## src/rtl/inst_fetch_mod.sv

```systemverilog
// inst_fetch_mod
//   Instruction fetch front end for the control unit. Reads opcode bytes from
//   the memory bus at the current PC and requests one PC increment for each
//   byte it consumes. It presents a 9-bit opcode index {cb, byte} and holds it
//   stable until the control unit reports that the instruction has completed.
//
//   Build option:
//     INST_FETCH_CB_PREFIX_EN  defined     : a CB_OPCODE byte starts a second
//                                            fetch, and inst_cb marks the result.
//                              not defined : CB_OPCODE is latched like any other
//                                            opcode; inst_cb is tied to 0.
//
//   Ports:
//     clock, reset  rising-edge clock; synchronous active-high reset
//     pc_in         current PC from the register file
//     mem_addr      read address (pc_in while mem_rd=1, otherwise 0)
//     mem_rd        read request to the memory bus
//     mem_rdata     read data, valid when mem_ready=1
//     mem_ready     the bus completes the read this cycle
//     pc_inc        one-cycle pulse; the register file increments the PC
//     inst_done     the control unit has finished the current instruction
//     inst_buffer   latched opcode byte (the second byte when CB-prefixed)
//     inst_cb       the current opcode is CB-prefixed
//     opcode_index  {inst_cb, inst_buffer}
//     inst_valid    inst_buffer and inst_cb are stable and valid

module inst_fetch_mod #(
    parameter logic [7:0]  CB_OPCODE  = 8'hCB,
    parameter int unsigned ADDR_WIDTH = 16
) (
    input  logic                  clock,
    input  logic                  reset,
    input  logic [ADDR_WIDTH-1:0] pc_in,
    output logic [ADDR_WIDTH-1:0] mem_addr,
    output logic                  mem_rd,
    input  logic [7:0]            mem_rdata,
    input  logic                  mem_ready,
    output logic                  pc_inc,
    input  logic                  inst_done,
    output logic [7:0]            inst_buffer,
    output logic                  inst_cb,
    output logic [8:0]            opcode_index,
    output logic                  inst_valid
);

`ifdef INST_FETCH_CB_PREFIX_EN
    typedef enum logic [1:0] {
        FETCH    = 2'd0,
        CB_FETCH = 2'd1,
        HOLD     = 2'd2
    } state_t;
`else
    typedef enum logic [1:0] {
        FETCH = 2'd0,
        HOLD  = 2'd2
    } state_t;
`endif

    state_t state;
    state_t state_next;

    // State register
    always_ff @(posedge clock) begin
        if (reset) begin
            state <= FETCH;
        end else begin
            state <= state_next;
        end
    end

    // Next-state logic
    always_comb begin
        state_next = state;
        unique case (state)
            FETCH: begin
`ifdef INST_FETCH_CB_PREFIX_EN
                if (mem_ready) begin
                    state_next = (mem_rdata == CB_OPCODE) ? CB_FETCH : HOLD;
                end
`else
                if (mem_ready) begin
                    state_next = HOLD;
                end
`endif
            end
`ifdef INST_FETCH_CB_PREFIX_EN
            CB_FETCH: begin
                if (mem_ready) begin
                    state_next = HOLD;
                end
            end
`endif
            HOLD: begin
                if (inst_done) begin
                    state_next = FETCH;
                end
            end
            default: state_next = FETCH;
        endcase
    end

    // Bus-side outputs. Reset masks pc_inc so that an abandoned read never
    // advances the PC.
    always_comb begin
        mem_rd = 1'b0;
        unique case (state)
            FETCH:    mem_rd = 1'b1;
`ifdef INST_FETCH_CB_PREFIX_EN
            CB_FETCH: mem_rd = 1'b1;
`endif
            default:  mem_rd = 1'b0;
        endcase
        pc_inc   = mem_rd & mem_ready & ~reset;
        mem_addr = mem_rd ? pc_in : '0;
    end

    // Opcode capture. inst_valid is set on the same edge that enters HOLD, so
    // it is high for exactly the cycles spent in HOLD.
`ifdef INST_FETCH_CB_PREFIX_EN
    logic cb_q;

    always_ff @(posedge clock) begin
        if (reset) begin
            inst_buffer <= '0;
            cb_q        <= 1'b0;
            inst_valid  <= 1'b0;
        end else begin
            unique case (state)
                FETCH: begin
                    if (mem_ready) begin
                        if (mem_rdata == CB_OPCODE) begin
                            cb_q <= 1'b1;
                        end else begin
                            inst_buffer <= mem_rdata;
                            cb_q        <= 1'b0;
                            inst_valid  <= 1'b1;
                        end
                    end
                end
                // The second byte is taken verbatim, even when it is CB_OPCODE.
                CB_FETCH: begin
                    if (mem_ready) begin
                        inst_buffer <= mem_rdata;
                        inst_valid  <= 1'b1;
                    end
                end
                HOLD: begin
                    if (inst_done) begin
                        inst_valid <= 1'b0;
                    end
                end
                default: inst_valid <= 1'b0;
            endcase
        end
    end

    assign inst_cb = cb_q;
`else
    always_ff @(posedge clock) begin
        if (reset) begin
            inst_buffer <= '0;
            inst_valid  <= 1'b0;
        end else begin
            unique case (state)
                FETCH: begin
                    if (mem_ready) begin
                        inst_buffer <= mem_rdata;
                        inst_valid  <= 1'b1;
                    end
                end
                HOLD: begin
                    if (inst_done) begin
                        inst_valid <= 1'b0;
                    end
                end
                default: inst_valid <= 1'b0;
            endcase
        end
    end

    assign inst_cb = 1'b0;
`endif

    assign opcode_index = {inst_cb, inst_buffer};

endmodule

```

## config.mk

```make
export PLATFORM = sky130hd
export DESIGN_NAME = inst_fetch_mod
export DESIGN_NICKNAME = d
export VERILOG_FILES = /design/src/rtl/inst_fetch_mod.sv
export SDC_FILE = /design/constraint.sdc
export NUM_CORES = 1
export LEC_CHECK = 0
export CORE_AREA = 2 2 39 41
export CTS_CLUSTER_DIAMETER = 150
export DETAILED_ROUTE_END_ITERATION = 8
export DIE_AREA = 0 0 41 43
export DONT_BUFFER_PORTS = 1
export GPL_ROUTABILITY_DRIVEN = 0
export SETUP_SLACK_MARGIN = 0.3
export SYNTH_ARGS = -nofsm -noshare
export SYNTH_HDL_FRONTEND = slang
export SYNTH_SLANG_ARGS = --single-unit
```

## constraint.sdc

```tcl
create_clock -name clock -period 1 [get_ports clock]
set_input_delay 0.15 -clock clock [delete_from_list [all_inputs] [get_ports clock]]
set_output_delay 0.15 -clock clock [all_outputs]
set_load 0.02 [all_outputs]
```

Word level (Yosys, flattened, before mapping). Cells that the tools add are included. Widths: inputs -> output; s select.

Flip-flop bits (word level): 11. Output and inout bits: 37. Word-level logic and storage cells: 20.

Reductions and logical operators: 3. Equality and inequality tests: 3. Bitwise gates (word level): 3. Mux-type cells: 8.

Operators by type and width (count): $mux 16 (1); $mux 2 (2); $ne 2x2->1 const B (2); $pmux 2 s2 (1); $reduce_and 2->1 (2); $mux 1 (3); $and 1x1->1 (2); $eq 2x2->1 const B (1); $logic_not 2->1 (1); $pmux 1 s2 (1); $not 1->1 (1).

Depth between registers and ports, before layout. Gate-level depths: netlist of the first run.

Depth after elaboration: 4. Mapped depth: 3. Depth with buffers taken out: 2.

Worst setup path after synthesis of the first run. Ideal clock, no wire load.

Kind: reg2out. Start point: reg, netlist name inst_valid. End point: out pc_inc. Data arrival time: 1.025 ns. Path buffers: 1. Cell stages (with the launch flop): 4. Path slack: -0.175 ns. Cell sequence: dfxtp_1 -> buf_4 -> nor2b_4 -> and2b_1.

RTL lines: end: declaration (RTL line 38) `output logic pc_inc,`.

==> results of run 1 <==
-- cells in the final DEF, fill, tap and decap left out, drive strengths merged --
master	synthesis	routed
a211oi	1	1
and2b	1	1
buf	12	23
clkbuf	1	4
conb	1	2
dfxtp	9	9
inv	1	1
nand2b	8	8
nand4bb	8	8
nor2	1	1
nor2b	17	17
o21ai	8	8
-- metrics by stage --
step	std cells	setup WS [ns]	setup TNS, ns
after global placement	90	0.08019	0
after floorplan	69	-0.03254	-0.1550
after detailed placement	90	0.05747	0
after global routing	99	-0.2566	-3.710
after CTS	98	-0.2174	-3.103
final	99	-0.1907	-2.867
-- power groups by stage --
stage | Sequential [mW] | Combinational [mW] | Clock [mW]
finish | 0.457 | 0.372 | 0.273
global route | 0.463 | 0.393 | 0.304
CTS | 0.457 | 0.340 | 0.289
detailed placement | 0.476 | 0.302 | 0
global placement | 0.475 | 0.300 | 0
floorplan | 0.444 | 0.263 | 0
-- area by class of cell --
class | count | area [um2]
clock buffers | 4 | 26.28
multi-input cells | 46 | 397.9
repair buffers | 23 | 224.0
inverters | 1 | 3.754
fillers | 107 | 498.0
flip-flops and latches | 9 | 214.0
well taps | 16 | 20.02
-- cells in the mapped netlist --
cell type / number
dfxtp_1: 9
nor2b_4: 1
buf_4: 12
nor2_1: 1
and2b_1: 1
conb_1: 1
clkbuf_1: 1
o21ai_1: 3
a211oi_1: 1
nand2b_1: 8
o21ai_0: 5
nor2b_1: 16
nand4bb_1: 8
inv_1: 1
-- routing by layer --
| metal | part of all wire | wire length, um |
|---|---|---|
| met5 | 0 | 0 |
| met1 | 0.38 | 497 |
| met4 | 0.011 | 14 |
| met2 | 0.49 | 633 |
| met3 | 0.12 | 158 |
-- state kept, by name, indices dropped and copies added (netlist names) --
name         count
inst_valid       1
inst_buffer      8
-- worst max-delay path by stage --
stage | from | to | depth (start not counted)
floorplan | inst_valid$_SDFFE_PP0P_ | pc_inc | 3
global placement | inst_valid$_SDFFE_PP0P_ | mem_addr[10] | 3
detailed placement | inst_valid$_SDFFE_PP0P_ | mem_addr[6] | 3
CTS | inst_valid$_SDFFE_PP0P_ | mem_addr[6] | 3
global route | inst_valid$_SDFFE_PP0P_ | mem_addr[10] | 3
finish | inst_valid$_SDFFE_PP0P_ | mem_addr[9] | 3
-- cell families (layout without fill, tap and decap cells) --
logic type / Yosys count / after routing
AO/OA/AOI/OAI: 9 / 9
AND/OR/NAND/NOR: 35 / 35
buffers and inverters: 14 / 28
other: 1 / 2
flip-flops: 9 / 9
-- worst max-delay path, stage by stage (launching register included) --
cell and delay [ns]:
dfxtp_4 0.38, buf_12 0.15, nor2b_1 0.11, buf_4 0.15
-- timing repair --
item,4_1_cts,5_1_grt
pin swaps,8,1
resized for setup,20,14
buffers inserted,4,1
hold endpoints to repair,1,1
setup endpoints to repair,44,44
==> results by group, run 1 <==
Status
  – Status: finished, violations left
  – Failing checks: negative hold slack, negative setup slack

GRT
  – Met3 usage: 0.03141
  – Initial antenna violation count: 0
  – Vias in the first global route: 496
  – Largest net degree at the start of global routing: 19
  – All-Layer GR Usage: 0.1505
  – GRT met1 Usage: 0.1506
  – Overflow after GRT: 0
  – Met2 Use GR: 0.2469
  – Global route hottest layer: met2
  – First-pass GRT wire length: between 1500 and 2000 um

Min path
  – Min-delay src: reset
  – Worst Hold Path Cells: 1
  – Hold Path Sink: inst_valid$_SDFFE_PP0P_
  – Hold Crit Class: in2reg

Drt
  – DR iter-0 viols: 5
  – Via-to-Cell Ratio: 5.192
  – TritonRoute pass-1 iters: 4
  – Post-Route WL: 1305 um
  – Post-route DRC: 0
  – Via count: 514
  – Antenna-violating nets left: 0
  – Routed wire per std cell: 13.18 um

Pwr
  – Clock share of power: 0.248
  – Sw power: 0.3750 mW
  – Power per cell area: 1244 mW/mm2
  – Switch share: 0.3403
  – Pint: roughly 0.73 mW
  – Total chip power: 1.102 mW
  – Reg power frac: 0.415
  – Combinational power share: 0.337
  – IR drop worst, VDD: 0.0005336 V
  – Lkg Pwr: 0.3698 nW

STA
  – Hold WS: -0.04321 ns
  – Setup ws final: -0.1907 ns
  – Period utilization: 1.191
  – Final Slew Violations: 0
  – Tmin final: 1.191 ns
  – Hold Vio Cnt, Final: 1
  – Clock Skew: 0.002491 ns
  – RSZ-0062 raised after global routing: yes
  – Setup violators final: 19
  – Fmax: 839.8 MHz

Yosys
  – Dominant cell type by area after synthesis: dfxtp_1
  – YS warnings: 0
  – Synth Area in Simple Gates: 0.4463
  – Yosys top cell area share: 0.3032
  – Multiplexer share of the synthesized area: 0
  – Synth Instances: 68
  – Post-synthesis cell type count: 14
  – Largest cells by area after synthesis: dfxtp_1 30%, nor2b_1 17%, buf_4 15%
  – Synth Register Bits: 9
  – Post-synthesis sequential area ratio: 0.3032
  – Adder-cell share of the synthesized area: 0
  – Synth Area in XOR/XNOR: 0
  – Mapped Area: 594.3 um2
  – Synthesized area per cell: just under 9 um2
  – Combinational family with the most area after synthesis: simple AND/OR/NAND/NOR gates
  – Post-synthesis compound-gate area fraction: 0.08000

Die
  – Std cell rows: 14
  – Starting Density: 0.4295
  – Core box area: roughly 0.0014 mm2
  – Die H: 43 um
  – Ports: 65
  – Die Span X: between 40 and 50 um
  – Die area: about 0.0018 mm2

Worst setup path
  – FF-to-FF Start: inst_valid$_SDFFE_PP0P_
  – R2R setup slack: approximately 0.03 ns
  – Critical Path AT: 1.04 ns
  – Reg2reg path depth: 5
  – Crit Path Category: reg2out
  – CP startpoint kind: flop
  – Worst Path Max Fanout: 12
  – Required @ worst endpoint: 0.85 ns
  – Reg-to-Reg End: inst_buffer[1]$_SDFFE_PP0P_
  – Crit end category: primary output

Layout
  – Utilization after layout: 0.6401
  – # diodes: 0
  – Cell area after layout: about 890 um2
  – Final net count: between 100 and 150
  – Layout cell share with drive strength beyond 1: 0.6386
  – Layout area overhead: 49.05%

Clocking
  – Htree depth: 1
  – Clock root buffer: clkbuf_4
  – Clock transition at path regs: 0.06 ns
  – Worst-skew pair later-pin latency: 0.25 ns
  – Total CTS buffers: 3
  – Total clock sinks: 9
  – CTS tree: built
  – CTS Buffer Depth: 2

Placed design
  – Post-Place Cell Area: ~720 um2
  – IO Port Bufs: 0
  – HPWL after detailed placement: just over 900 um

Flow run
  – Max-Cap Viols: 0
No activity file was read; power rests on OpenSTA's default activity.
==> run 2, diff against run 1 <==
GPL_ROUTABILITY_DRIVEN = default   (was 0)
==> results of run 2 <==
No change in the layout: final DEF, timing and power equal those of run 1.
